==> config.mk <==
export PLATFORM = sky130hd
export DESIGN_NAME = cpu_boot_ctrl
export DESIGN_NICKNAME = d
export VERILOG_FILES = /design/src/rtl/cpu_boot_pkg.sv /design/src/rtl/cpu_boot_assembler.sv /design/src/rtl/cpu_boot_ctrl.sv
export SDC_FILE = /design/constraint.sdc
export NUM_CORES = 1
export LEC_CHECK = 0
export ABC_AREA = 1
export CORE_AREA = 5 5 67 75
export CTS_BUF_LIST = sky130_fd_sc_hd__clkbuf_8
export CTS_CLUSTER_DIAMETER = 50
export CTS_CLUSTER_SIZE = 16
export DETAILED_ROUTE_END_ITERATION = 10
export DIE_AREA = 0 0 72 80
export GPL_TIMING_DRIVEN = 0
export HOLD_SLACK_MARGIN = 0.03
export PLACE_DENSITY = 0.93
export SYNTH_ARGS = -nofsm -noshare
export SYNTH_HDL_FRONTEND = slang
export SYNTH_HIERARCHICAL = 1
export SYNTH_SLANG_ARGS = --single-unit
==> constraint.sdc <==
create_clock -name i_clk -period 4.4 [get_ports i_clk]
set_clock_uncertainty 0.1 [all_clocks]
set_input_delay 1.32 -clock i_clk [delete_from_list [all_inputs] [get_ports i_clk]]
set_output_delay 1.32 -clock i_clk [all_outputs]
set_load 0.02 [all_outputs]
==> src/rtl/cpu_boot_pkg.sv <==
// Shared types for the FRANK6000 boot/run controller: state encoding and data widths.
// STEP reuses the HALT debug code, with bit 3 as the step sub-flag.
package cpu_boot_pkg;

    localparam int BYTE_W = 8;
    localparam int WORD_W = 16;

    typedef enum logic [3:0] {
        ST_IDLE = 4'd0,
        ST_LEN  = 4'd1,
        ST_HI   = 4'd2,
        ST_LO   = 4'd3,
        ST_WR   = 4'd4,
        ST_RST  = 4'd5,
        ST_HALT = 4'd6,
        ST_RUN  = 4'd7,
        ST_STEP = 4'b1110
    } state_e;

    function automatic logic core_released(input state_e s);
        return (s == ST_HALT) || (s == ST_STEP) || (s == ST_RUN);
    endfunction

endpackage

==> src/rtl/cpu_boot_assembler.sv <==
// Byte-to-word packer: owns the byte handshake and the high/low byte registers.
// The controlling FSM tells it which byte of the stream it is currently accepting.
module cpu_boot_assembler
    import cpu_boot_pkg::*;
(
    input  logic              clk,
    input  logic              rst_n,
    input  logic              accept,
    input  logic              take_hi,
    input  logic              take_lo,
    input  logic [BYTE_W-1:0] data_byte,
    input  logic              byte_valid,
    output logic              byte_ready,
    output logic              xfer,
    output logic [WORD_W-1:0] word
);

    logic [BYTE_W-1:0] hi_q;
    logic [BYTE_W-1:0] lo_q;

    assign byte_ready = accept;
    assign xfer       = accept & byte_valid;
    assign word       = {hi_q, lo_q};

    // NOTE: the byte registers are reset (unlike a RAM) because the write-data
    // output they drive must read as zero while the block is held in reset.
    always_ff @(posedge clk or negedge rst_n) begin
        if (!rst_n) begin
            hi_q <= '0;
            lo_q <= '0;
        end else begin
            if (take_hi && byte_valid) hi_q <= data_byte;
            if (take_lo && byte_valid) lo_q <= data_byte;
        end
    end

endmodule

==> src/rtl/cpu_boot_ctrl.sv <==
// Boot and run controller: loads a length-prefixed byte stream into instruction
// memory, releases the core from reset, then gates its clock-enable (run/halt/step).
module cpu_boot_ctrl
    import cpu_boot_pkg::*;
#(
    parameter int ADDR_WIDTH = 8
) (
    input  logic                  i_clk,
    input  logic                  i_rst_n,
    input  logic                  i_load,
    input  logic [BYTE_W-1:0]     i_byte,
    input  logic                  i_byte_valid,
    output logic                  o_byte_ready,
    input  logic                  i_run,
    input  logic                  i_step,
    output logic [ADDR_WIDTH-1:0] o_imem_addr,
    output logic [WORD_W-1:0]     o_imem_data,
    output logic                  o_imem_we,
    output logic                  o_cpu_rst,
    output logic                  o_cpu_en,
    output logic                  o_loaded,
    output logic [2:0]            o_state
);

    state_e                state;
    logic [ADDR_WIDTH-1:0] addr;
    logic [ADDR_WIDTH-1:0] last_addr;
    logic [ADDR_WIDTH-1:0] len_last;
    logic                  loaded;
    logic                  rst_cnt;
    logic                  accept;
    logic                  xfer;
    logic [WORD_W-1:0]     word;

    // A length byte of zero stands for a full 2**ADDR_WIDTH-word image.
    assign len_last = (i_byte == '0) ? '1 : ADDR_WIDTH'(i_byte - BYTE_W'(1));
    assign accept   = (state == ST_LEN) || (state == ST_HI) || (state == ST_LO);

    cpu_boot_assembler u_assembler (
        .clk        (i_clk),
        .rst_n      (i_rst_n),
        .accept     (accept),
        .take_hi    (state == ST_HI),
        .take_lo    (state == ST_LO),
        .data_byte  (i_byte),
        .byte_valid (i_byte_valid),
        .byte_ready (o_byte_ready),
        .xfer       (xfer),
        .word       (word)
    );

    // NOTE: every register here is assigned with <= so all of them update from
    // the same pre-edge values, regardless of statement order.
    always_ff @(posedge i_clk or negedge i_rst_n) begin
        if (!i_rst_n) begin
            state     <= ST_IDLE;
            addr      <= '0;
            last_addr <= '0;
            loaded    <= 1'b0;
            rst_cnt   <= 1'b0;
        end else if (i_load) begin
            // Abort from anywhere; a write showing in WR this cycle still lands.
            state  <= ST_LEN;
            loaded <= 1'b0;
        end else begin
            case (state)
                ST_IDLE: ;
                ST_LEN: if (xfer) begin
                    last_addr <= len_last;
                    addr      <= '0;
                    loaded    <= 1'b0;
                    state     <= ST_HI;
                end
                ST_HI: if (xfer) state <= ST_LO;
                ST_LO: if (xfer) state <= ST_WR;
                ST_WR: begin
                    if (addr == last_addr) begin
                        loaded  <= 1'b1;
                        rst_cnt <= 1'b0;
                        state   <= ST_RST;
                    end else begin
                        addr  <= addr + ADDR_WIDTH'(1);
                        state <= ST_HI;
                    end
                end
                ST_RST: begin
                    if (rst_cnt) state <= ST_HALT;
                    rst_cnt <= 1'b1;
                end
                ST_HALT: begin
                    if (i_run)       state <= ST_RUN;
                    else if (i_step) state <= ST_STEP;
                end
                ST_STEP: state <= ST_HALT;
                ST_RUN:  if (!i_run) state <= ST_HALT;
                default: state <= ST_IDLE;
            endcase
        end
    end

    assign o_imem_addr = addr;
    assign o_imem_data = word;
    assign o_imem_we   = (state == ST_WR);
    assign o_cpu_rst   = !core_released(state);
    assign o_cpu_en    = (state == ST_RUN) || (state == ST_STEP);
    assign o_loaded    = loaded;
    assign o_state     = state[2:0];

endmodule
==> metrics.yaml, run 1 <==
outcome:
  status: "finished, final reports clean"
yosys:
  async_flop_share_pct: 100.0
  synth-edff-count: 0
  synthTopCellsByArea: "dfrtp_1 41%, nand2_1 16%, nand3_1 8.6%, inv_1 4.4%, nor2_1 3.2%"
  ys_seq_elements: 38
  synthCells: 306
  syn_area_mm2: 0.002326
  yosysSeqAreaShare_pct: 40.88
  synth_most_common_cell: "nand2_1"
  yosys_most_used_dff: "dfrtp_1"
  synth_nets: 323
  synth_cell_types: 32
  avgSynthCellArea_um2: 7.601
  synth.top_cell.area_share_pct: 40.88
  netlist_top_cells_count: "102 x nand2_1, 40 x nand3_1, 38 x dfrtp_1"
  yosysTopAreaCell: "dfrtp_1"
  ys_warn_count: 6
clock_tree:
  cts-resized-gates: 0
  root_buffer: "clkbuf_8"
  insertion_delay_ps: 290
  htree_levels: 2
  cts_tree: "done"
  cts_buffers: 5
  ctsHoldBuffers: 0
  postCtsSetupBuffers: 0
  clock-sinks: 38
  path_clk_slew_ps: 70
  cts.path.max_buffers: 2
final_layout:
  antenna_cells: 0
  fin_nets: 374
  final_util_pct: 69.67
  fill_cells: 331
  drive_above_1_share_pct: 12.85
  finish.instance_area_mm2: 0.002920
  syn2layout_area_growth_pct: 25.55
grt:
  grt_pass1_wl_um: 9632
  grt_max_degree: 39
  overflow: 0
  grt_pass1_vias: 2186
  grt_usage_pct: 21.27
  antenna_found_initial: 0
place:
  place_congestion: 0.8660
  dp_slack_ps: 1356
  io_buffers: 44
  dpl.hpwl_um: 4222
  place_area_mm2: 0.002829
timing:
  fin_crit_ps: 3366
  rsz0062_at_grt: "false"
  slew_headroom_pct: 43.69
  setup_ws_ps: 1034
  fmax_mhz: 297.1
  post-route-period-util_pct: 76.50
  finalSetupViolCount: 0
  finalHoldViolations: 0
  whs_ps: 375.4
  worst_pin_slew_ps: 844.7
  finalMaxSlewViolations: 0
  setup_tns_ps: 0
floorplanning:
  start_util_pct: 55.49
  die_w_um: 72
  fp.dieH_um: 80
  io_pins: 46
  dieArea_mm2: 0.005760
  rows: 25
  coreArea_mm2: 0.004192
critical_path:
  r2r_cells: 13
  regToRegStartpoint: "state[2]$_DFFE_PN0P_"
  cp-start-kind: "flop"
  path_class: "reg -> out"
  end_kind: "output port"
  critPathMaxFanout: 8
  critPathRequiredTime_ps: 2980
  regToRegEndpoint: "state[1]$_DFFE_PN0P_"
  r2r_slack_ps: 2330
  crit_arrival_ps: 1950
detailed_routing:
  routed_wl_um: 5664
  viasPerCell: 5.410
  ant_nets: 0
  wl_per_cell_um: 13.75
  drt_first_pass_iters: 4
  via_count: 2229
  drc: 0
  drtIter0Drc: 164
min_path:
  hold_depth: 2
  hp-start: "u_assembler/lo_q[2]$_DFFE_PN0P_"
  hold_end: "u_assembler/lo_q[2]$_DFFE_PN0P_"
  min_path_type: "reg -> reg"
job:
  cap_violations: 0
power:
  vdd_drop_max_uv: 262.5
  leakagePower_nw: 1.470
  p_per_area_mw_per_mm2: 508.8
## layout by cell type, fill, tap and decap left out, types with 4 or more instances in the layout
cell             netlist  final
nand2_1              102    102
clkdlybuf4s50_1        0     43
nand3_1               40     40
dfrtp_1               38     38
inv_1                 27     28
nor2_1                20     20
o21ai_0                8      8
xnor2_1                7      7
inv_2                  6      6
xor2_1                 6      6
clkbuf_8               0      6
nand2_4                5      5
buf_4                  5      5
buf_2                  3      4
nand4_1                4      4
## cell families (layout without fill, tap and decap cells)
kind of cell / after synthesis / after routing / synth area share [%]
compound gates: 16 / 16 / 4.197
simple gates: 191 / 191 / 39.27
buf+inv: 45 / 97 / 9.145
flops: 38 / 38 / 40.88
fa+ha+maj: 3 / 3 / 1.614
xor+xnor: 13 / 13 / 4.895
## per-layer routing
layer | wire length (µm) | GRT usage [%] | share of wire, % | vias up
li1 | - | - | - | 1074
met2 | 2886 | 36.76 | 51 | 86
met3 | 339 | 4.408 | 6.0 | 19
met5 | 0 | 0 | 0 | -
met4 | 142 | 9.398 | 2.5 | 0
met1 | 2296 | 25.22 | 41 | 1050
## registers in the layout, summed over array words and instances (netlist names)
| signal | flops |
|---|---|
| u_assembler/lo_q | 8 |
| o_imem_addr | 8 |
| state | 4 |
| o_loaded | 1 |
| rst_cnt | 1 |
| u_assembler/hi_q | 8 |
| last_addr | 8 |
## metrics by stage
step           total power [mW]  cells
3_5_place_dp              1.245    404
3_3_place_gp              1.217    404
2_1_floorplan            0.9745    306
5_1_grt                   1.579    412
4_1_cts                   1.495    412
6_report                  1.486    412
## worst max path at each step
stage / slack [ps] / startpoint / cells past startpoint / to
2_1_floorplan: 1770 / state[2]$_DFFE_PN0P_ / 4 / o_cpu_en
3_3_place_gp: 1080 / i_rst_n / 1 / rst_cnt$_DFFE_PN0P_
3_5_place_dp: 1360 / state[1]$_DFFE_PN0P_ / 6 / o_cpu_en
4_1_cts: 1030 / state[1]$_DFFE_PN0P_ / 5 / o_imem_we
5_1_grt: 900 / state[1]$_DFFE_PN0P_ / 6 / o_cpu_en
6_report: 1030 / state[1]$_DFFE_PN0P_ / 5 / o_imem_we
## worst max-delay path: stages (launching register included)
cell	delay, ps
dfrtp_1	390
buf_6	140
nor2_1	280
nand2_4	140
clkinv_2	100
clkdlybuf4s50_1	600
## power by group
part,total (mW),internal [mW],switching [mW]
Sequential,0.540,0.461,0.0792
Combinational,0.701,0.304,0.397
Clock,0.245,0.124,0.121
## area by class of cell
cell class                 instances  area, µm²  area share (%)
buffer                            10      75.07           2.571
timing repair buffer              44      435.4           14.91
tap                               54      67.56           2.314
clock buffer                       6      82.58           2.828
multi-input combinational        223       1162           39.80
sequential                        38      950.9           32.56
clock inverter                     2      8.758          0.2999
inverter                          35      137.6           4.713
No activity file was read; power rests on OpenSTA's default activity.
==> run 2, diff against run 1 <==
CORE_AREA = 5 5 69 77   (was 5 5 67 75)
DIE_AREA = 0 0 74 82   (was 0 0 72 80)
PLACE_DENSITY = 0.88   (was 0.93)
clock period = 3.2 ns   (was 4.4 ns; I/O delays follow)
==> metrics.yaml, run 2 (synthesis results as in run 1) <==
outcome:
  status: "finished, final reports clean"
final_layout:
  syn2layout_area_growth_pct: 25.12
  drive_above_1_share_pct: 12.89  # +0.036 points
  mostFrequentLayoutCell: "nand2_1"
  final_cell_mix: "102 x nand2_1, 43 x clkdlybuf4s50_1, 40 x nand3_1"
  finalNonFillerCells: 413  # +0.24%
  finish.instance_area_mm2: 0.002910  # -0.34%
  final_util_pct: 64.36  # -5.3 points
  fill_cells: 388  # +17%
  antenna_cells: 0  # unchanged
  fin_nets: 374  # unchanged
detailed_routing:
  wl_per_cell_um: 13.31  # -3.1%
  routed_wl_um: 5499  # -2.9%
  drtIter0Drc: 134  # -18%
  drt_first_pass_iters: 4  # unchanged
  drc: 0  # unchanged
  ant_nets: 0  # unchanged
  viasPerCell: 5.252  # -2.9%
  via_count: 2169  # -2.7%
floorplanning:
  die_w_um: 74  # +2.8%
  rows: 26  # +4.0%
  start_util_pct: 51.44  # -4.1 points
  dieArea_mm2: 0.006068  # +5.3%
  io_pins: 46  # unchanged
  coreArea_mm2: 0.004522  # +7.9%
  fp.dieH_um: 82  # +2.5%
grt:
  grt_pass1_vias: 2179  # -0.32%
  grt_usage_pct: 19.90  # -1.4 points
  grt_pass1_wl_um: 9508  # -1.3%
  antenna_found_initial: 0  # unchanged
  grt_max_degree: 39  # unchanged
  overflow: 0  # unchanged
clock_tree:
  root_buffer: "clkbuf_8"
  ctsHoldBuffers: 0  # unchanged
  cts_buffers: 5  # unchanged
  cts_tree: "done"
  insertion_delay_ps: 290  # about the same
  postCtsSetupBuffers: 0  # unchanged
  clock-sinks: 38  # unchanged
  htree_levels: 2  # unchanged
  cts-resized-gates: 0  # unchanged
  cts.path.max_buffers: 2  # unchanged
  path_clk_slew_ps: 70  # about the same
timing:
  finalMaxSlewViolations: 0  # unchanged
  finalHoldViolations: 0  # unchanged
  finalSetupViolCount: 0  # unchanged
  setup_tns_ps: 0  # unchanged
  slew_headroom_pct: 42.96  # -0.72 points
  fin_crit_ps: 2997
  worst_pin_slew_ps: 855.5  # +10.81 ps
  fmax_mhz: 333.7
  whs_ps: 376.1  # +0.7390 ps
  post-route-period-util_pct: 93.66
  rsz0062_at_grt: "false"
  setup_ws_ps: 203.0  # -830.8 ps
critical_path:
  regToRegStartpoint: "state[2]$_DFFE_PN0P_"
  critPathRequiredTime_ps: 2140  # -840 ps
  crit_chain: "nor2_4 -> o21ai_0 -> inv_1 -> buf_4 -> clkdlybuf4s50_1"
  path_class: "reg -> out"
  regToRegEndpoint: "state[1]$_DFFE_PN0P_"
  cp-start-kind: "flop"
  r2r_cells: 13  # unchanged
  critPathMaxFanout: 7  # -1
  slowest_stage: "clkdlybuf4s50_1"
  r2r_slack_ps: 1120  # -1210 ps
  critPathMaxStageDelay_ps: 590  # about the same
  crit_arrival_ps: 1940  # about the same
  end_kind: "output port"
power:
  vdd_drop_max_uv: 370.5  # +41%
  p_per_area_mw_per_mm2: 693.7  # +36%
  finalPower_mw: 2.019  # +36%
  leakagePower_nw: 1.462  # -0.59%
place:
  io_buffers: 44  # unchanged
  place_area_mm2: 0.002831  # about the same
  place_inst: 406  # +0.50%
  dpl.hpwl_um: 4092  # -3.1%
  dp_slack_ps: 523.8  # -831.8 ps
  place_congestion: 0.8560  # -1.2%
min_path:
  min_path_type: "reg -> reg"
  hp-start: "u_assembler/hi_q[2]$_DFFE_PN0P_"
  hold_depth: 2  # unchanged
  hold_end: "u_assembler/hi_q[2]$_DFFE_PN0P_"
job:
  cap_violations: 0  # unchanged
run 2: cell types whose count changed in the layout (fill, tap and decap cells not counted), sizes merged:
| cell | before | now |
|---|---|---|
| clkbuf | 6 | 5 |
| inv | 34 | 33 |
| clkinv | 3 | 4 |
run 2: per-layer routing:
| layer | GRT usage, % | share of wire (%) | wire length (µm) | up-vias |
|---|---|---|---|---|
| met4 | 5.978 | 1.3 | 70 | 0 |
| li1 | - | - | - | 1069 |
| met2 | 35.55 | 50 | 2772 | 75 |
| met3 | 2.938 | 5.9 | 325 | 7 |
| met5 | 0 | 0 | 0 | - |
| met1 | 24.54 | 42 | 2332 | 1018 |
run 2: final cells by class:
class	count	area (µm²)	share of cell area, %
inverter	35	137.6	4.729
clock inverter	2	10.01	0.3439
tap	56	70.07	2.408
multi-input combinational	223	1162	39.94
sequential	38	950.9	32.67
buffer	10	75.07	2.580
timing repair buffer	44	435.4	14.96
clock buffer	5	68.82	2.365
run 2: worst max-delay path by stage:
stage,from,end,cells past startpoint
2_1_floorplan,state[2]$_DFFE_PN0P_,o_cpu_en,4
3_3_place_gp,i_rst_n,o_imem_addr[3]$_DFFE_PN0P_,1
3_5_place_dp,state[2]$_DFFE_PN0P_,o_byte_ready,5
4_1_cts,state[2]$_DFFE_PN0P_,o_byte_ready,5
5_1_grt,state[2]$_DFFE_PN0P_,o_byte_ready,5
6_report,state[2]$_DFFE_PN0P_,o_byte_ready,5
run 2: report_power, final:
part           total (mW)  internal (mW)  switching, mW
logic               0.959          0.417          0.541
clock network       0.320          0.146          0.173
registers           0.741          0.633          0.107
total                2.02           1.20          0.822
run 2: critical path, delay by kind of cell (launching register included):
kind | cells | cell delay, ps
buffers and inverters | 3 | 790
AO/OA/AOI/OAI | 1 | 160
flip-flops | 1 | 460
AND/OR/NAND/NOR | 1 | 230
==> run 3, diff against run 2 <==
ABC_AREA = not set   (was 1)
CORE_AREA = 5 5 68 76   (was 5 5 69 77)
DIE_AREA = 0 0 73 81   (was 0 0 74 82)
PLACE_DENSITY = 0.87   (was 0.88)
==> metrics.yaml, run 3 <==
floorplanning:
  rows: 25  # -3.8%
  coreArea_mm2: 0.004254  # -5.9%
  dieArea_mm2: 0.005913  # -2.6%
  fp.dieH_um: 81  # -1.2%
  start_util_pct: 51.82  # +0.38 points
  die_w_um: 73  # -1.4%
  io_pins: 46  # unchanged
timing:
  finalHoldViolations: 0  # unchanged
  setup_tns_ps: 0  # unchanged
  post-route-period-util_pct: 97.29  # +3.6 points
  finalMaxSlewViolations: 0  # unchanged
  fmax_mhz: 321.2  # -3.7%
  whs_ps: 406.7  # +30.52 ps
  worst_pin_slew_ps: 846.1  # -9.475 ps
  fin_crit_ps: 3113  # +116.3 ps
  rsz0062_at_grt: "false"
  setup_ws_ps: 86.69  # -116.3 ps
  slew_headroom_pct: 43.60  # +0.63 points
  finalSetupViolCount: 0  # unchanged
final_layout:
  final_cell_mix: "43 x clkdlybuf4s50_1, 38 x dfrtp_1, 17 x nand2_1"
  fin_nets: 277  # -26%
  final_util_pct: 67.18  # +2.8 points
  drive_above_1_share_pct: 17.24  # +4.4 points
  finalNonFillerCells: 315  # -24%
  syn2layout_area_growth_pct: 29.63
  mostFrequentLayoutCell: "clkdlybuf4s50_1"
  fill_cells: 348  # -10%
  antenna_cells: 0  # unchanged
  finish.instance_area_mm2: 0.002858  # -1.8%
detailed_routing:
  routed_wl_um: 5301  # -3.6%
  ant_nets: 0  # unchanged
  viasPerCell: 5.987  # +14%
  wl_per_cell_um: 16.83  # +26%
  drtIter0Drc: 200  # +49%
  drt_first_pass_iters: 4  # unchanged
  via_count: 1886  # -13%
  drc: 0  # unchanged
yosys:
  synthCells: 208  # -32%
  yosysSeqAreaShare_pct: 43.13  # +2.3 points
  yosys_most_used_dff: "dfrtp_1"
  synthTopCellsByArea: "dfrtp_1 43%, mux2_2 8.2%, xnor2_1 4.8%, mux2i_1 3.6%, nand2_1 2.9%"
  synth_nets: 225  # -30%
  yosysTopAreaCell: "dfrtp_1"
  avgSynthCellArea_um2: 10.60  # +39%
  synth-edff-count: 0  # unchanged
  netlist_top_cells_count: "38 x dfrtp_1, 17 x nand2_1, 16 x mux2_2"
  synth.top_cell.area_share_pct: 43.13  # +2.3 points
  synth_cell_types: 49  # +53%
  ys_seq_elements: 38  # unchanged
  synth_most_common_cell: "dfrtp_1"
  syn_area_mm2: 0.002205  # -5.2%
  async_flop_share_pct: 100.0  # unchanged
  ys_warn_count: 6  # unchanged
critical_path:
  critPathMaxFanout: 10  # +3
  timing.critical_path.buf_inv: 3  # unchanged
  crit_arrival_ps: 2050  # +110 ps
  path_class: "reg -> out"
  critPathRequiredTime_ps: 2140  # about the same
  cp-start-kind: "flop"
  crit_chain: "buf_4 -> nor3_1 -> buf_4 -> clkdlybuf4s50_1"
  cpMostUsedCell: "buf_4"
  slowest_stage: "clkdlybuf4s50_1"
  critPathMaxStageDelay_ps: 590  # about the same
  critical-path-top-delay-family: "buffers and inverters"
  end_kind: "output port"
grt:
  antenna_found_initial: 0  # unchanged
  grt_max_degree: 39  # unchanged
  grt_usage_pct: 18.84  # -1.1 points
  grt_pass1_wl_um: 8694  # -8.6%
  overflow: 0  # unchanged
  grt_pass1_vias: 1925  # -12%
place:
  io_buffers: 45  # +2.3%
  place_congestion: 0.8849  # +3.4%
  place_inst: 307  # -24%
  place_area_mm2: 0.002718  # -4.0%
  dp_slack_ps: 408.7  # -115.1 ps
  dpl.hpwl_um: 3872  # -5.4%
clock_tree:
  clock-sinks: 38  # unchanged
  insertion_delay_ps: 290  # about the same
  cts.path.max_buffers: 2  # unchanged
  root_buffer: "clkbuf_8"
  path_clk_slew_ps: 80  # about the same
  htree_levels: 2  # unchanged
  cts_tree: "done"
  cts_buffers: 5  # unchanged
  cts-resized-gates: 0  # unchanged
  postCtsSetupBuffers: 0  # unchanged
  ctsHoldBuffers: 0  # unchanged
power:
  leakagePower_nw: 1.178  # -19%
  vdd_drop_max_uv: 572.7  # +55%
  p_per_area_mw_per_mm2: 858.6  # +24%
  finalPower_mw: 2.454  # +22%
job:
  cap_violations: 0  # unchanged
outcome:
  status: "finished, final reports clean"
min_path:
  min_path_type: "reg -> reg"
-- run 3: layout make-up --
type / count / area, µm² / share of cell area, %
inverter: 7 / 26.28 / 0.9194
clock buffer: 5 / 68.82 / 2.408
multi-input combinational: 150 / 1140 / 39.89
clock inverter: 3 / 68.82 / 2.408
buffer: 13 / 87.58 / 3.065
sequential: 38 / 950.9 / 33.27
timing repair buffer: 45 / 447.9 / 15.67
tap: 54 / 67.56 / 2.364
-- run 3: worst paths after layout --
check,start,endpoint,slack (ps),cells after the start
min in group asynchronous,i_rst_n,state[3]$_DFFE_PN0P_,660,1
setup reg to reg,state[3]$_DFFE_PN0P_,last_addr[2]$_DFFE_PN0P_,860,6
hold / removal,u_assembler/hi_q[2]$_DFFE_PN0P_,u_assembler/hi_q[2]$_DFFE_PN0P_,410,1
setup / recovery,state[3]$_DFFE_PN0P_,o_byte_ready,90,4
max in group asynchronous,i_rst_n,u_assembler/hi_q[1]$_DFFE_PN0P_,1800,1
hold reg to reg,u_assembler/hi_q[2]$_DFFE_PN0P_,u_assembler/hi_q[2]$_DFFE_PN0P_,410,1
-- run 3: layer usage --
layer	share of wire, %	vias to the layer above	GRT usage, %
met1	39	932	20.44
met2	51	79	33.90
met5	0	-	0
met3	7.9	17	5.693
met4	2.4	0	7.380
li1	-	858	-
-- run 3: cells by family (layout without fill, tap and decap cells) --
| kind of cell | Yosys count | count (layout) | synth area share (%) |
|---|---|---|---|
| AOI/OAI and AO/OA | 41 | 41 | 15.21 |
| xor gates and xnor gates | 14 | 14 | 5.562 |
| adders and majority gates | 3 | 3 | 1.703 |
| buffers and inverters | 20 | 73 | 5.165 |
| DFF | 38 | 38 | 43.13 |
| muxes | 24 | 24 | 11.80 |
| and+or+nand+nor | 68 | 68 | 17.42 |
-- run 3: power by group --
group | switching [mW] | internal (mW)
Sequential | 0.136 | 0.662
Clock | 0.182 | 0.312
Combinational | 0.586 | 0.575
Total | 0.904 | 1.55
